--- src/rtl/uart_receptor_jogo_if.sv ---
// Status bus carried out of the game-link UART receiver.
//
// Signals:
//   estado, macro, micro        - 4-bit fields of the last complete status word
//   resultado_macro, resultado_jogo - 2-bit result fields of the same word
//   valid                       - one-cycle pulse on the edge the fields update
//   erro                        - one-cycle pulse on a dropped character/word
//
// Handshake: valid is a strobe, not a request. There is no ready; the
// consumer must capture the fields on the cycle valid is high (they also
// stay stable until the next word). erro never coincides with valid.
//
// Modports: master = receiver (drives everything), slave = consumer.
interface uart_receptor_jogo_if;
  logic [3:0] estado;
  logic [3:0] macro;
  logic [3:0] micro;
  logic [1:0] resultado_macro;
  logic [1:0] resultado_jogo;
  logic       valid;
  logic       erro;

  modport master (
    output estado, macro, micro, resultado_macro, resultado_jogo, valid, erro
  );

  modport slave (
    input estado, macro, micro, resultado_macro, resultado_jogo, valid, erro
  );
endinterface

--- src/rtl/uart_receptor_jogo.sv ---
// UART receiver for the game status link.
//
// Receives 8N1 characters (LSB first) on s_in and assembles pairs of them,
// high byte first, into a 16-bit status word
//   {estado, macro, micro, resultado_macro, resultado_jogo}.
// byte0 = {estado, macro}, byte1 = {micro, resultado_macro, resultado_jogo}.
//
// Ports:
//   clock      - system clock, rising edge
//   reset      - asynchronous, active-low
//   s_in       - serial line, idle high, asynchronous to clock
//   status     - status bus (see uart_receptor_jogo_if), master side
//   bit_state  - current character FSM state (0 OCIOSO, 1 INICIO, 2 DADOS, 3 PARADA)
//   word_state - current word FSM state (0 ESPERA_ALTO, 1 ESPERA_BAIXO)
//
// Parameters:
//   CLKS_PER_BIT - clock cycles per serial bit (>= 2)
//   TIMEOUT_BITS - inter-byte timeout in bit times (>= 1)
//
// Optional feature: define JOGAO_RX_TIMEOUT_EN to drop a stored high byte
// (with an erro pulse) when no start edge follows it within
// TIMEOUT_BITS*CLKS_PER_BIT cycles of its stop sample. Without the macro the
// receiver waits for the low byte indefinitely.
module uart_receptor_jogo #(
  parameter int CLKS_PER_BIT = 5208,
  parameter int TIMEOUT_BITS = 20
) (
  input  logic                       clock,
  input  logic                       reset,
  input  logic                       s_in,
  uart_receptor_jogo_if.master       status,
  output logic [1:0]                 bit_state,
  output logic                       word_state
);

  localparam int CW = (CLKS_PER_BIT > 1) ? $clog2(CLKS_PER_BIT) : 1;
  localparam logic [CW-1:0] FULL_M1 = CW'(CLKS_PER_BIT - 1);
  localparam logic [CW-1:0] HALF_M1 = CW'(CLKS_PER_BIT / 2 - 1);

  generate
    if (CLKS_PER_BIT < 2 || TIMEOUT_BITS < 1) begin : g_bad_params
      $error("uart_receptor_jogo: CLKS_PER_BIT must be >= 2 and TIMEOUT_BITS >= 1");
    end
  endgenerate

  typedef enum logic [1:0] {
    OCIOSO = 2'd0,
    INICIO = 2'd1,
    DADOS  = 2'd2,
    PARADA = 2'd3
  } bit_state_t;

  typedef enum logic {
    ESPERA_ALTO  = 1'b0,
    ESPERA_BAIXO = 1'b1
  } word_state_t;

  // ---------------------------------------------------------------------
  // Input synchronizer plus one extra stage for falling-edge detection.
  // All three reset to 1 so a line held idle never looks like a start.
  // ---------------------------------------------------------------------
  logic s_meta;
  logic s_sync;
  logic s_prev;
  logic fall;

  always_ff @(posedge clock or negedge reset) begin
    if (!reset) begin
      s_meta <= 1'b1;
      s_sync <= 1'b1;
      s_prev <= 1'b1;
    end else begin
      s_meta <= s_in;
      s_sync <= s_meta;
      s_prev <= s_sync;
    end
  end

  assign fall = s_prev & ~s_sync;

  // ---------------------------------------------------------------------
  // Character FSM. byte_ok / byte_err are one-cycle pulses issued on the
  // edge of the stop-bit sample; rx_shift holds the byte from then until
  // the next character's first data sample.
  // ---------------------------------------------------------------------
  bit_state_t    bit_st;
  logic [CW-1:0] bit_cnt;
  logic [2:0]    bit_idx;
  logic [7:0]    rx_shift;
  logic          byte_ok;
  logic          byte_err;

  always_ff @(posedge clock or negedge reset) begin
    if (!reset) begin
      bit_st   <= OCIOSO;
      bit_cnt  <= '0;
      bit_idx  <= '0;
      rx_shift <= '0;
      byte_ok  <= 1'b0;
      byte_err <= 1'b0;
    end else begin
      byte_ok  <= 1'b0;
      byte_err <= 1'b0;
      case (bit_st)
        OCIOSO: begin
          // A fall coinciding with the PARADA sample happened while we were
          // still in PARADA, so it is never seen here: s_prev is already low.
          if (fall) begin
            bit_st  <= INICIO;
            bit_cnt <= '0;
            bit_idx <= '0;
          end
        end
        INICIO: begin
          // Mid-start-bit check; a line already back high was a glitch.
          if (bit_cnt == HALF_M1) begin
            bit_cnt <= '0;
            bit_st  <= s_sync ? OCIOSO : DADOS;
          end else begin
            bit_cnt <= bit_cnt + 1'b1;
          end
        end
        DADOS: begin
          if (bit_cnt == FULL_M1) begin
            bit_cnt  <= '0;
            // LSB arrives first, so shift in at the top and move down.
            rx_shift <= {s_sync, rx_shift[7:1]};
            if (bit_idx == 3'd7) begin
              bit_st <= PARADA;
            end else begin
              bit_idx <= bit_idx + 3'd1;
            end
          end else begin
            bit_cnt <= bit_cnt + 1'b1;
          end
        end
        PARADA: begin
          if (bit_cnt == FULL_M1) begin
            bit_cnt <= '0;
            if (s_sync) begin
              byte_ok <= 1'b1;
            end else begin
              byte_err <= 1'b1;
            end
            bit_st <= OCIOSO;
          end else begin
            bit_cnt <= bit_cnt + 1'b1;
          end
        end
        default: begin
          bit_st <= OCIOSO;
        end
      endcase
    end
  end

  // ---------------------------------------------------------------------
  // Word FSM and registered status outputs. Acting on the byte pulses one
  // cycle after the stop sample puts valid and the field update on the
  // same edge.
  // ---------------------------------------------------------------------
  word_state_t word_st;
  logic [7:0]  hi_byte;
  logic [3:0]  estado_r;
  logic [3:0]  macro_r;
  logic [3:0]  micro_r;
  logic [1:0]  res_macro_r;
  logic [1:0]  res_jogo_r;
  logic        valid_r;
  logic        erro_r;

`ifdef JOGAO_RX_TIMEOUT_EN
  localparam int TMO_LIMIT = TIMEOUT_BITS * CLKS_PER_BIT;
  localparam int TW = $clog2(TMO_LIMIT + 1);
  // The timer starts counting one cycle after the stop sample, so firing
  // at LIMIT-2 lands erro exactly LIMIT cycles after that sample.
  localparam logic [TW-1:0] TMO_LAST = TW'(TMO_LIMIT - 2);
  logic [TW-1:0] tmo_cnt;
`endif

  always_ff @(posedge clock or negedge reset) begin
    if (!reset) begin
      word_st     <= ESPERA_ALTO;
      hi_byte     <= '0;
      estado_r    <= '0;
      macro_r     <= '0;
      micro_r     <= '0;
      res_macro_r <= '0;
      res_jogo_r  <= '0;
      valid_r     <= 1'b0;
      erro_r      <= 1'b0;
`ifdef JOGAO_RX_TIMEOUT_EN
      tmo_cnt     <= '0;
`endif
    end else begin
      valid_r <= 1'b0;
      erro_r  <= 1'b0;
      if (byte_ok) begin
        if (word_st == ESPERA_ALTO) begin
          hi_byte <= rx_shift;
          word_st <= ESPERA_BAIXO;
`ifdef JOGAO_RX_TIMEOUT_EN
          tmo_cnt <= '0;
`endif
        end else begin
          estado_r    <= hi_byte[7:4];
          macro_r     <= hi_byte[3:0];
          micro_r     <= rx_shift[7:4];
          res_macro_r <= rx_shift[3:2];
          res_jogo_r  <= rx_shift[1:0];
          valid_r     <= 1'b1;
          word_st     <= ESPERA_ALTO;
        end
      end else if (byte_err) begin
        // A bad character also invalidates any half-received word.
        erro_r  <= 1'b1;
        hi_byte <= '0;
        word_st <= ESPERA_ALTO;
      end
`ifdef JOGAO_RX_TIMEOUT_EN
      else if (word_st == ESPERA_BAIXO && bit_st == OCIOSO && !fall) begin
        // Timer only runs while the line is quiet; a detected start edge
        // freezes it until that character resolves.
        if (tmo_cnt == TMO_LAST) begin
          erro_r  <= 1'b1;
          hi_byte <= '0;
          word_st <= ESPERA_ALTO;
        end else begin
          tmo_cnt <= tmo_cnt + 1'b1;
        end
      end
`endif
    end
  end

  assign status.estado          = estado_r;
  assign status.macro           = macro_r;
  assign status.micro           = micro_r;
  assign status.resultado_macro = res_macro_r;
  assign status.resultado_jogo  = res_jogo_r;
  assign status.valid           = valid_r;
  assign status.erro            = erro_r;

  assign bit_state  = bit_st;
  assign word_state = word_st;

endmodule

--- src/flat_wrapper.sv ---
// flat-port wrapper written by rule: the top's interface ports become plain ports
module uart_receptor_jogo_flat 
#(
  parameter int CLKS_PER_BIT = 5208,
  parameter int TIMEOUT_BITS = 20
)
  (clock, reset, s_in, bit_state, word_state, status_estado, status_macro, status_micro, status_resultado_macro, status_resultado_jogo, status_valid, status_erro);
  uart_receptor_jogo_if status_i ();
  input  logic clock;
  input  logic reset;
  input  logic s_in;
  output logic [1:0] bit_state;
  output logic word_state;
  output wire logic [$bits(status_i.estado)-1:0] status_estado;
  output wire logic [$bits(status_i.macro)-1:0] status_macro;
  output wire logic [$bits(status_i.micro)-1:0] status_micro;
  output wire logic [$bits(status_i.resultado_macro)-1:0] status_resultado_macro;
  output wire logic [$bits(status_i.resultado_jogo)-1:0] status_resultado_jogo;
  output wire logic [$bits(status_i.valid)-1:0] status_valid;
  output wire logic [$bits(status_i.erro)-1:0] status_erro;
  assign status_estado = status_i.estado;
  assign status_macro = status_i.macro;
  assign status_micro = status_i.micro;
  assign status_resultado_macro = status_i.resultado_macro;
  assign status_resultado_jogo = status_i.resultado_jogo;
  assign status_valid = status_i.valid;
  assign status_erro = status_i.erro;
  uart_receptor_jogo #(.CLKS_PER_BIT(CLKS_PER_BIT), .TIMEOUT_BITS(TIMEOUT_BITS)) u_core (.clock(clock), .reset(reset), .s_in(s_in), .status(status_i), .bit_state(bit_state), .word_state(word_state));
endmodule
--- config.mk ---
export PLATFORM = sky130hd
export DESIGN_NAME = uart_receptor_jogo_flat
export DESIGN_NICKNAME = d
export VERILOG_FILES = /design/src/rtl/uart_receptor_jogo_if.sv /design/src/rtl/uart_receptor_jogo.sv /design/src/flat_wrapper.sv
export SDC_FILE = /design/constraint.sdc
export NUM_CORES = 1
export LEC_CHECK = 0
export CELL_PAD_IN_SITES_DETAIL_PLACEMENT = 1
export CELL_PAD_IN_SITES_GLOBAL_PLACEMENT = 1
export CORE_ASPECT_RATIO = 0.7
export CORE_MARGIN = 2
export CORE_UTILIZATION = 49
export DETAILED_ROUTE_END_ITERATION = 10
export PLACE_DENSITY_LB_ADDON = 0.1
export REMOVE_ABC_BUFFERS = 1
export SLEW_MARGIN = 20
export SYNTH_ARGS = -nofsm -noshare
export SYNTH_HDL_FRONTEND = slang
export SYNTH_SLANG_ARGS = --single-unit
--- constraint.sdc ---
create_clock -name clock -period 5.8 [get_ports clock]
set_clock_uncertainty 0.2 [all_clocks]
set_input_delay 1.16 -clock clock [delete_from_list [all_inputs] [get_ports clock]]
set_output_delay 1.16 -clock clock [all_outputs]
set_load 0.005 [all_outputs]
* Word level (Yosys, flattened, before mapping)
Index checks and enable logic that the tools add are counted.
Operators by class: muxes and demuxes 31, equal/unequal tests 13, bitwise gates (word level) 2, $add $sub $neg 2, reductions and logical operators 9
Operator list (count):
- $mux W13 | 3
- $pmux W13 S3 | 1
- $mux W8 | 3
- $add A13 B1 Y13 const B | 1
- $eq A13 B12 Y1 const B | 1
- $eq A13 B13 Y1 const B | 1
- $mux W1 | 13
- $mux W2 | 6
- $ne A2 B1 Y1 const B | 5
- $mux W3 | 3
- $pmux W2 S4 | 1
- $pmux W3 S2 | 1
- $reduce_and A2 Y1 | 3
- $reduce_and A5 Y1 | 1
- $eq A2 B2 Y1 const B | 2
- $ne A2 B2 Y1 const B | 2
- $reduce_and A4 Y1 | 1
- $reduce_bool A2 Y1 | 2
- $add A3 B1 Y3 const B | 1
- $eq A3 B3 Y1 const B | 1
- $eq A2 B1 Y1 const B | 1
- $logic_not A2 Y1 | 1
- $reduce_or A2 Y1 | 1
- $and A1 B1 Y1 | 1
- $not A1 Y1 | 1
Storage, ports and cells: logic and storage cells 75, output and inout port bits 21, bits in registers 58

* Depth between registers and ports, before layout
depth after elaboration 4, depth in mapped cells 7, mapped depth without buffers 6

* Least setup slack after synthesis
OpenSTA, ideal clock, no wires.
kind register -> register, from register u_core.bit_cnt[0], to register u_core.rx_shift[0], setup slack 3.829 ns, cell stages (with the launch flop) 6, arrival time 1.647 ns, clock period less this slack 1.971 ns, path through dfrtp_1 > ha_1 > and4b_1 > nand4_1 > nor3_4 > mux2_2
On the way: cells in the longest elaborated chain, start to end 2
RTL lines:
- start: declaration | line uart_receptor_jogo.sv:87 | logic [CW-1:0] bit_cnt;
- start signal: assignment | line uart_receptor_jogo.sv:120 | bit_cnt <= bit_cnt + 1'b1;
- start signal: assignment | line uart_receptor_jogo.sv:134 | bit_cnt <= bit_cnt + 1'b1;
- start signal: assignment | line uart_receptor_jogo.sv:147 | bit_cnt <= bit_cnt + 1'b1;
- $eq A13 B13 Y1 | line uart_receptor_jogo.sv:124 | if (bit_cnt == FULL_M1) begin
- $reduce_and A2 Y1 (no line)
- end signal: assignment | line uart_receptor_jogo.sv:127 | rx_shift <= {s_sync, rx_shift[7:1]};
- end: declaration | line uart_receptor_jogo.sv:89 | logic [7:0] rx_shift;
No other way between the ends. A chain may end at the register's enable or synchronous reset.

* Worst setup path in the final report
from register u_core.word_st, in the netlist u_core.word_state, to output word_state
RTL lines:
- start: declaration | line uart_receptor_jogo.sv:162 | word_state_t word_st;
- start signal: assignment | line uart_receptor_jogo.sv:183 | word_st <= ESPERA_ALTO;
- start signal: assignment | line uart_receptor_jogo.sv:201 | word_st <= ESPERA_BAIXO;
- start signal: assignment | line uart_receptor_jogo.sv:212 | word_st <= ESPERA_ALTO;
- end: declaration | line flat_wrapper.sv:13 | output logic word_state;
No word-level cell between the ends.

==> impl_metrics.tcl <==
set metrics [dict create \
    ys_seq_elements 58 \
    fin_util_pct 59.2 \
    arrival_ns 1.61 \
    via_count 1851 \
    setup_viol 0 \
    dp_hpwl_um 4020 \
    via_per_inst 5.82 \
    power_leakage_nw 1.44 \
    drt_pre_antenna_iters 4 \
    p_total_mw 0.990 \
    grt_overflow 0 \
    numCtsBuffers 9 \
    cts_resized 0 \
    dp.cells 302 \
    synth_edf_count 0 \
    p_sw_share_pct 30.2 \
    period_needed_ns 2.97 \
    setup.worst_path.class "reg -> out" \
    powerDensity_nw_per_um2 323 \
    syn_inst 213 \
    gr-usage-all-layers_pct 23.5 \
    stdcell_count 318 \
    rsz0062_at_grt "false" \
    path_delay_family "flip-flops" \
    r2r-start "u_core.bit_cnt[0]" \
    die_area_um2 5880 \
    slew_viol_final 0 \
    io_pins 24 \
    cp_max_fo 12 \
    setup_ws_ns 2.83 \
    seq_area_frac_synth_pct 56.3 \
    maxCapViolations 0 \
    path_buf_inv 1 \
    clk_pin_slew_ns 0.06 \
    drive_gt1_share_pct 22.8 \
    synth.top_cell.area_share_pct 53.2 \
    slew_headroom_pct 39.9 \
    grt_pass1_wl_um 10300 \
    synth_flop_cell "dfrtp_1" \
    path_cells "clkdlybuf4s50_1" \
    first_iter_violations 112 \
    hold_class "reg -> reg" \
    num_rows 22 \
    endpoint_kind "primary output" \
    gp_congestion 0.902 \
    synth_area_leaders "dfrtp_1 (53%), mux2_2 (14%), a22o_1 (3.7%)" \
    required_ns 4.44 \
    synthArstFlopShare_pct 100 \
    seqPwrFrac_pct 47.8 \
    clockBufferDepth 2 \
    grt_pass1_vias 1980 \
    initial_core_util_pct 50.0 \
    startpoint "u_core.word_state" \
    dieWidth_um 90.8 \
    min-delay-start "u_core.s_meta" \
    comb_power_share_pct 14.9 \
    grt_max_degree 59 \
    die_h_um 64.8 \
    p_switching_mw 0.300 \
    finalHoldViolCount 0 \
    start_kind "register" \
    clock-root-buffer "clkbuf_8" \
    wirelength_um 6090 \
    final_area_um2 3060 \
    antenna_found_initial 0 \
    cts_setup_buffers 0 \
    yosysWarnings 0 \
    dp_slack_ns 3.22 \
    clock_latency_ns 0.35 \
    drc_errors 0 \
    whs_ns 0.148 \
    portBuffers 23 \
    cts.sinks 58 \
    core_area_um2 5170 \
    yosysTopAreaCell "dfrtp_1" \
    cts_hold_buffers 0 \
    nets 247 \
    peakVddDrop_mv 0.219 \
    clkPwrFrac_pct 37.3 \
    syn2layout_area_growth_pct 18.5 \
    placed_area_um2 2870 \
    cts_tree "yes" \
    status "completed" \
    syn_area_per_cell_um2 12.1 \
    wire_per_inst_um 19.1 \
    fin_crit_sh_pct 51.2 \
    syn_area_um2 2580 \
    p_int_mw 0.691 \
    critPathMaxStageDelay_ns 0.67 \
    worstMarginPinSlew_ns 0.899 \
    slowest_stage "dfrtp_1" \
    synth_cell_types 39 \
    antenna_cells 0 \
    ant_nets 0 \
    cts_max_level 3 \
    max_freq_mhz 337 \
    setup_tns_ns 0 \
]
## power groups by stage
stage,sequential [mW],combinational (mW),clock (mW)
2_1_floorplan,0.468,0.0970,0
3_3_place_gp,0.476,0.135,0
3_5_place_dp,0.481,0.144,0
4_1_cts,0.473,0.149,0.380
5_1_grt,0.481,0.165,0.402
6_report,0.474,0.147,0.369
## Yosys cell counts (all sizes together) (3+ instances only)
cell,count
ha,3
mux2,32
a21oi,9
a31oi,8
nand2,13
nor2,11
dfstp,3
a22o,11
o21ai,12
and3,4
inv,8
nor3,5
clkbuf,3
dfrtp,55
nand3,6
buf,4
nor2b,3
## area by class of cell
type	instances	area, um^2
clock buffer	11	141
multi-input combinational	140	1060
sequential	58	1460
timing repair buffer	24	233
tap	72	90.1
fill	563	2110
clock inverter	5	55.1
inverter	8	30.0
## cell families after synthesis
logic type / count (synthesis) / synth area share, %
DFF: 58 / 56.3
and+or+nand+nor: 55 / 12.5
AOI/OAI and AO/OA: 48 / 12.3
muxes: 34 / 14.7
buffers and inverters: 15 / 2.71
adders and majority gates: 3 / 1.45
## sequential cells by signal (all words and copies together) (netlist names), named ones only
signal                         count
u_core.status.erro                 1
u_core.bit_cnt                    13
u_core.bit_state                   1
u_core.status.estado               4
u_core.byte_err                    1
u_core.status.valid                1
u_core.s_meta                      1
u_core.s_prev                      1
u_core.rx_shift                    8
u_core.hi_byte                     8
u_core.status.micro                4
u_core.status.resultado_jogo       2
u_core.byte_ok                     1
u_core.status.macro                4
u_core.s_sync                      1
u_core.word_state                  1
u_core.status.resultado_macro      2
u_core.bit_idx                     3
## per-layer routing
| layer | vias up | GRT usage, % | routed length (um) |
|---|---|---|---|
| li1 | 841 | - | - |
| met1 | 949 | 30.0 | 2690 |
| met2 | 48 | 36.7 | 2990 |
| met3 | 13 | 8.26 | 260 |
| met4 | 0 | 10.2 | 142 |
| met5 | - | 0 | 0 |
## layout by cell type, fill, tap and decap left out, types with 4 or more instances in the layout
cell type,instances
inv_1,8
clkdlybuf4s50_1,22
nor3_1,4
mux2_2,32
clkbuf_8,10
dfrtp_1,55
nand2_1,13
a22o_1,11
o21ai_0,11
and3_1,4
a21oi_1,9
nand3_1,5
a31oi_1,8
nor2_1,11
## worst paths after layout
| check | cells past startpoint | endpoint | slack [ns] |
|---|---|---|---|
| max | 1 | word_state | 2.83 |
| min | 0 | u_core.s_sync | 0.15 |
| max reg2reg | 6 | u_core.bit_cnt[2] | 3.23 |
| min reg2reg | 0 | u_core.s_sync | 0.15 |
| max in group asynchronous | 2 | u_core.bit_cnt[7] | 4.16 |
| min in group asynchronous | 2 | u_core.bit_idx[0] | 0.76 |
Note: power is estimated with default switching activity, not from simulation.
